## src/rtl/mult_pkg.sv

```systemverilog
// Shared definitions for the sequential multiplier (datapath and control FSM).
// Operand width and derived register/counter widths live here.
package mult_pkg;

  localparam int WIDTH = 8;
  localparam int REG_W = 2*WIDTH + 1;
  localparam int CNT_W = $clog2(WIDTH) + 1;

  typedef logic [REG_W-1:0] mult_reg_t;
  typedef logic [CNT_W-1:0] mult_cnt_t;

  // Counter preload: WIDTH-1 plus the final pass at zero gives WIDTH iterations.
  localparam mult_cnt_t CNT_INIT = mult_cnt_t'(WIDTH - 1);

  function automatic mult_cnt_t sat_dec(input mult_cnt_t c);
    return (c == '0) ? '0 : c - 1'b1;
  endfunction

endpackage

```

## src/rtl/mult_counter.sv

```systemverilog
// Loadable down counter that saturates at zero; tracks remaining multiply iterations.
module mult_counter
  import mult_pkg::*;
(
  input  logic      clk,
  input  logic      n_reset,
  input  logic      load,
  input  mult_cnt_t load_val,
  input  logic      dec,
  output mult_cnt_t count
);

  always_ff @(posedge clk or negedge n_reset) begin
    if (!n_reset) begin
      count <= '0;
    end else if (load) begin
      count <= load_val;
    end else if (dec) begin
      count <= sat_dec(count);
    end
  end

endmodule

```

## src/rtl/mult_datapath.sv

```systemverilog
// Shift-add datapath for the sequential multiplier, driven by the control FSM strobes.
// Optional macro MULT_DP_PRODUCT_REG_EN registers P and shapes DONE into a one-cycle pulse.
module mult_datapath
  import mult_pkg::*;
(
  input  logic               clk,
  input  logic               n_reset,
  input  logic [WIDTH-1:0]   A,
  input  logic [WIDTH-1:0]   B,
  input  logic               RESET,
  input  logic               ADD,
  input  logic               SHIFT,
  input  logic               DECREMENT,
  input  logic               READY,
  output mult_reg_t          register,
  output mult_cnt_t          count,
  output logic [2*WIDTH-1:0] P,
  output logic               DONE
);

  logic [WIDTH-1:0] mcand_q;
  logic [WIDTH:0]   sum;

  assign sum = {1'b0, register[2*WIDTH-1:WIDTH]} + {1'b0, mcand_q};

  // RESET wins over every other strobe; ADD+SHIFT folds the add into the shift.
  always_ff @(posedge clk or negedge n_reset) begin
    if (!n_reset) begin
      register <= '0;
      mcand_q  <= '0;
    end else if (RESET) begin
      register <= {1'b0, {WIDTH{1'b0}}, B};
      mcand_q  <= A;
    end else begin
      unique case ({ADD, SHIFT})
        2'b11:   register <= {1'b0, sum, register[WIDTH-1:1]};
        2'b01:   register <= register >> 1;
        2'b10:   register <= {sum, register[WIDTH-1:0]};
        default: register <= register;
      endcase
    end
  end

  mult_counter u_counter (
    .clk      (clk),
    .n_reset  (n_reset),
    .load     (RESET),
    .load_val (CNT_INIT),
    .dec      (DECREMENT),
    .count    (count)
  );

`ifdef MULT_DP_PRODUCT_REG_EN
  logic ready_q;
  logic ready_rise;

  assign ready_rise = READY & ~ready_q;

  // P is captured on the READY edge; RESET only kills a pending DONE, never P.
  always_ff @(posedge clk or negedge n_reset) begin
    if (!n_reset) begin
      ready_q <= 1'b0;
      P       <= '0;
      DONE    <= 1'b0;
    end else begin
      ready_q <= READY;
      DONE    <= ready_rise & ~RESET;
      if (ready_rise) begin
        P <= register[2*WIDTH-1:0];
      end
    end
  end
`else
  assign P    = register[2*WIDTH-1:0];
  assign DONE = READY;
`endif

endmodule

```

## config.mk

```make
export PLATFORM = sky130hd
export DESIGN_NAME = mult_datapath
export DESIGN_NICKNAME = d
export VERILOG_FILES = /design/src/rtl/mult_pkg.sv /design/src/rtl/mult_counter.sv /design/src/rtl/mult_datapath.sv
export SDC_FILE = /design/constraint.sdc
export NUM_CORES = 1
export LEC_CHECK = 0
export CORE_ASPECT_RATIO = 0.7
export CORE_MARGIN = 2
export CORE_UTILIZATION = 43
export CTS_BUF_LIST = sky130_fd_sc_hd__clkbuf_2 sky130_fd_sc_hd__clkbuf_4 sky130_fd_sc_hd__clkbuf_8
export CTS_CLUSTER_DIAMETER = 200
export DETAILED_ROUTE_END_ITERATION = 7
export GPL_ROUTABILITY_DRIVEN = 0
export PLACE_DENSITY = 0.75
export SYNTH_ARGS = -nofsm -noshare
export SYNTH_HDL_FRONTEND = slang
export SYNTH_SLANG_ARGS = --single-unit
```

## constraint.sdc

```tcl
create_clock -name clk -period 2.5 [get_ports clk]
set_input_delay 0.5 -clock clk [delete_from_list [all_inputs] [get_ports clk]]
set_output_delay 0.5 -clock clk [all_outputs]
set_load 0.01 [all_outputs]
```

==> results by group <==
Global route
  – GRT Overall Usage: roughly 20%
  – First-pass GRT wire length: 7755 µm
  – Initial antenna violation count: 0
  – Total gr overflow: 0
  – Vias in the first global route: roughly 1.6k
  – Pin count of the biggest net entering global routing: 30

Drt
  – Routed wire length: 4721 µm
  – Initial DRC count: 92
  – Vias: about 1.7k
  – Vias per cell: roughly 5.5
  – Residual DRC: 0
  – Drt pass-1 iters: 4
  – Avg WL per Cell: 15.18 µm
  – Final ANT Viol Nets: 0

Critical path
  – Critical Path AT: ~2.5 ns
  – Critical-path maximum fanout: 5
  – R2r startpoint: register[8]
  – WS Path Type: register to register
  – Element type at the critical path start: register
  – Worst reg2reg path depth: 8
  – Critical R2R Capture: register[14]
  – R2R setup slack: between 0.15 and 0.2 ns
  – Critical Path RT: around 2.7 ns
  – CP Capture Type: register

STA
  – Max Clock Freq: around 430 MHz
  – Worst clock skew: around 0.0044 ns
  – Final Cycle Share: 93.65%
  – Final hold vios: 0
  – Final min period: roughly 2.3 ns
  – Worst-margin pin slew: slightly below 0.4 ns
  – Slew Viols, Final: 0
  – Max-Slew Margin vs Limit: approximately 74%
  – RSZ-0062 raised after global routing: false
  – Worst hold slack: around 0.51 ns
  – Final setup fails: 0
  – TNS Setup: 0 ns

Power and ir drop
  – Pwr dens: ~640 mW/mm²
  – Leakage: roughly 0.0011 µW
  – Worst VDD drop: approximately 0.31 mV

Min path
  – Hold Path Cell Cnt: 1
  – Worst Hold Launch: mcand_q[2]
  – Worst min path class: register to register
  – Hold worst-path end: mcand_q[2]

Synthesis
  – #FFs+latches synth: 29
  – YS warnings: 0
  – Post-synth net total: 240
  – Ys flop type: dfrtp_1
  – Synth area leaders: dfrtp_1 38%, ha_1 7.1%, buf_4 7.0%, nand2_1 4.7%, o21ai_0 4.1%
  – EDFF count, synth: 0
  – Avg Synthesized Cell Area: approximately 9.4 µm²
  – Ys async rst share: 100.0%
  – Post-Synthesis Cells: around 210
  – Most instantiated cells after synthesis: 29 x dfrtp_1, 24 x nand2_1, 18 x buf_4, 16 x o21ai_0, 11 x ha_1
  – Count leader, synth: dfrtp_1
  – Synth top area share: 37.56%
  – Synthesized area: between 0.0015 and 0.002 mm²
  – Seq/Total Area, Yosys: 37.56%
  – Yosys top cell by area: dfrtp_1
  – Post-synth cell types: between 40 and 50

Clock tree
  – Quantity of hold-fixing buffers added after cts: 0
  – H-Tree Depth: 2
  – Root Buffer: clkbuf_8
  – CTS Buffer Depth: 2
  – Num CTS Buffers: 5
  – Clock transition at path regs: 0.06 ns
  – CTS Sinks: 29
  – Postcts setup bufs: 0
  – Worst skew pair latency: roughly 0.29 ns
  – TritonCTS clock tree: done
  – # resized after CTS: 0

Layout
  – Fin util: between 50% and 60%
  – Fraction of layout cells with a size suffix above 1: between 10% and 20%
  – Synthesis-to-layout area growth: 32.77%
  – Nets@finish: 290
  – Final instance area: approximately 0.0026 mm²
  – Number of fill cells: 403
  – Ant. Diodes: 0

Place
  – Post-DP Area: approximately 0.0025 mm²
  – PortBufs: 58
  – HPWL after detailed placement: 3487 µm

Die
  – Die area: around 0.005 mm²
  – Die Span Y: ~60 µm
  – Cell row count: 20
  – Starting Density: between 40% and 50%
  – Top-Level Pins: a little over 60
  – CORE AREA: about 0.0043 mm²
  – Die X: approximately 84 µm

Run
  – Max-Cap Viols: 0

Outcome
  – Run status: finished, final reports clean
final cells by class:
type                            count  area [µm²]  share of cell area [%]
Clock buffer                        6       76.32                   2.976
Inverter                           10       37.54                   1.463
Timing Repair Buffer               69       663.1                   25.85
Clock inverter                      2       10.01                  0.3902
Tap cell                           55       68.82                   2.683
Multi-Input combinational cell    140       983.4                   38.34
Sequential cell                    29       725.7                   28.29
power breakdown:
group	switching [µW]	internal, µW	total (µW)
registers	64.5	523	587
clock network	183	203	386
logic	324	346	670
cell families after synthesis:
| logic type | share of synthesized area, % |
|---|---|
| xor+xnor | 1.360 |
| buf+inv | 11.53 |
| flops | 37.56 |
| simple gates | 11.79 |
| mux | 4.081 |
| fa+ha+maj | 8.161 |
| compound gates | 25.52 |
worst max-delay path by stage:
stage | from | to | slack (ns) | depth (start not counted)
4_1_cts | register[8] | register[14] | 0.19 | 8
3_5_place_dp | ADD | register[15] | -0.01 | 8
5_1_grt | register[8] | register[14] | 0.02 | 8
2_1_floorplan | register[8] | register[14] | 0.43 | 8
6_report | register[8] | register[14] | 0.16 | 8
3_3_place_gp | ADD | register[15] | 0.06 | 8
stage by stage:
stage	worst slack (ns)	cells	total power [µW]
4_1_cts	0.1886	311	1656
5_1_grt	0.01776	311	1747
3_5_place_dp	-0.01145	303	1259
2_1_floorplan	0.4287	205	1017
6_report	0.1588	311	1643
3_3_place_gp	0.06134	303	1248
cell usage in the layout, fill, tap and decap left out, types with 2 or more instances in the layout:
cell type        netlist  layout
a31oi_1                2       2
o21ai_1                5       5
a22oi_1                7       7
nor2_1                 9       9
mux2_2                 7       7
buf_4                 18      11
clkinv_1               2       2
o21ai_0               16      16
nand2_1               24      24
a21o_1                 5       5
a21oi_1               10      10
ha_1                  11      11
nand2b_1               2       2
inv_1                  8       8
clkbuf_8               1       5
nor3_1                 3       3
xnor2_1                2       2
or3_1                  3       3
dfrtp_1               29      29
nor2b_1                2       2
a221oi_1               4       4
o41ai_1                4       4
clkinv_2               0       2
nor4_1                 2       2
clkdlybuf4s50_1        0      58
worst max-delay path: stages, from the launching register on:
cell      delay, ns
dfrtp_1        0.44
ha_1           0.29
inv_1          0.08
fa_1           0.41
nor2b_1        0.19
o2111a_1       0.25
or3_1          0.14
a31oi_1        0.09
o41ai_1        0.35
state kept, by name, indices dropped and copies added, names as in the netlist:
register / cells
register: 17
mcand_q: 8
u_counter.count: 4
layer usage:
layer / track usage (%) / up-vias / routed length (µm)
li1: - / 830 / -
met1: 28.62 / 802 / 2299
met2: 30.05 / 76 / 2006
met3: 5.249 / 5 / 360
met4: 5.760 / 0 / 55
met5: 0 / - / 0
(Power assumes the default switching activity.)
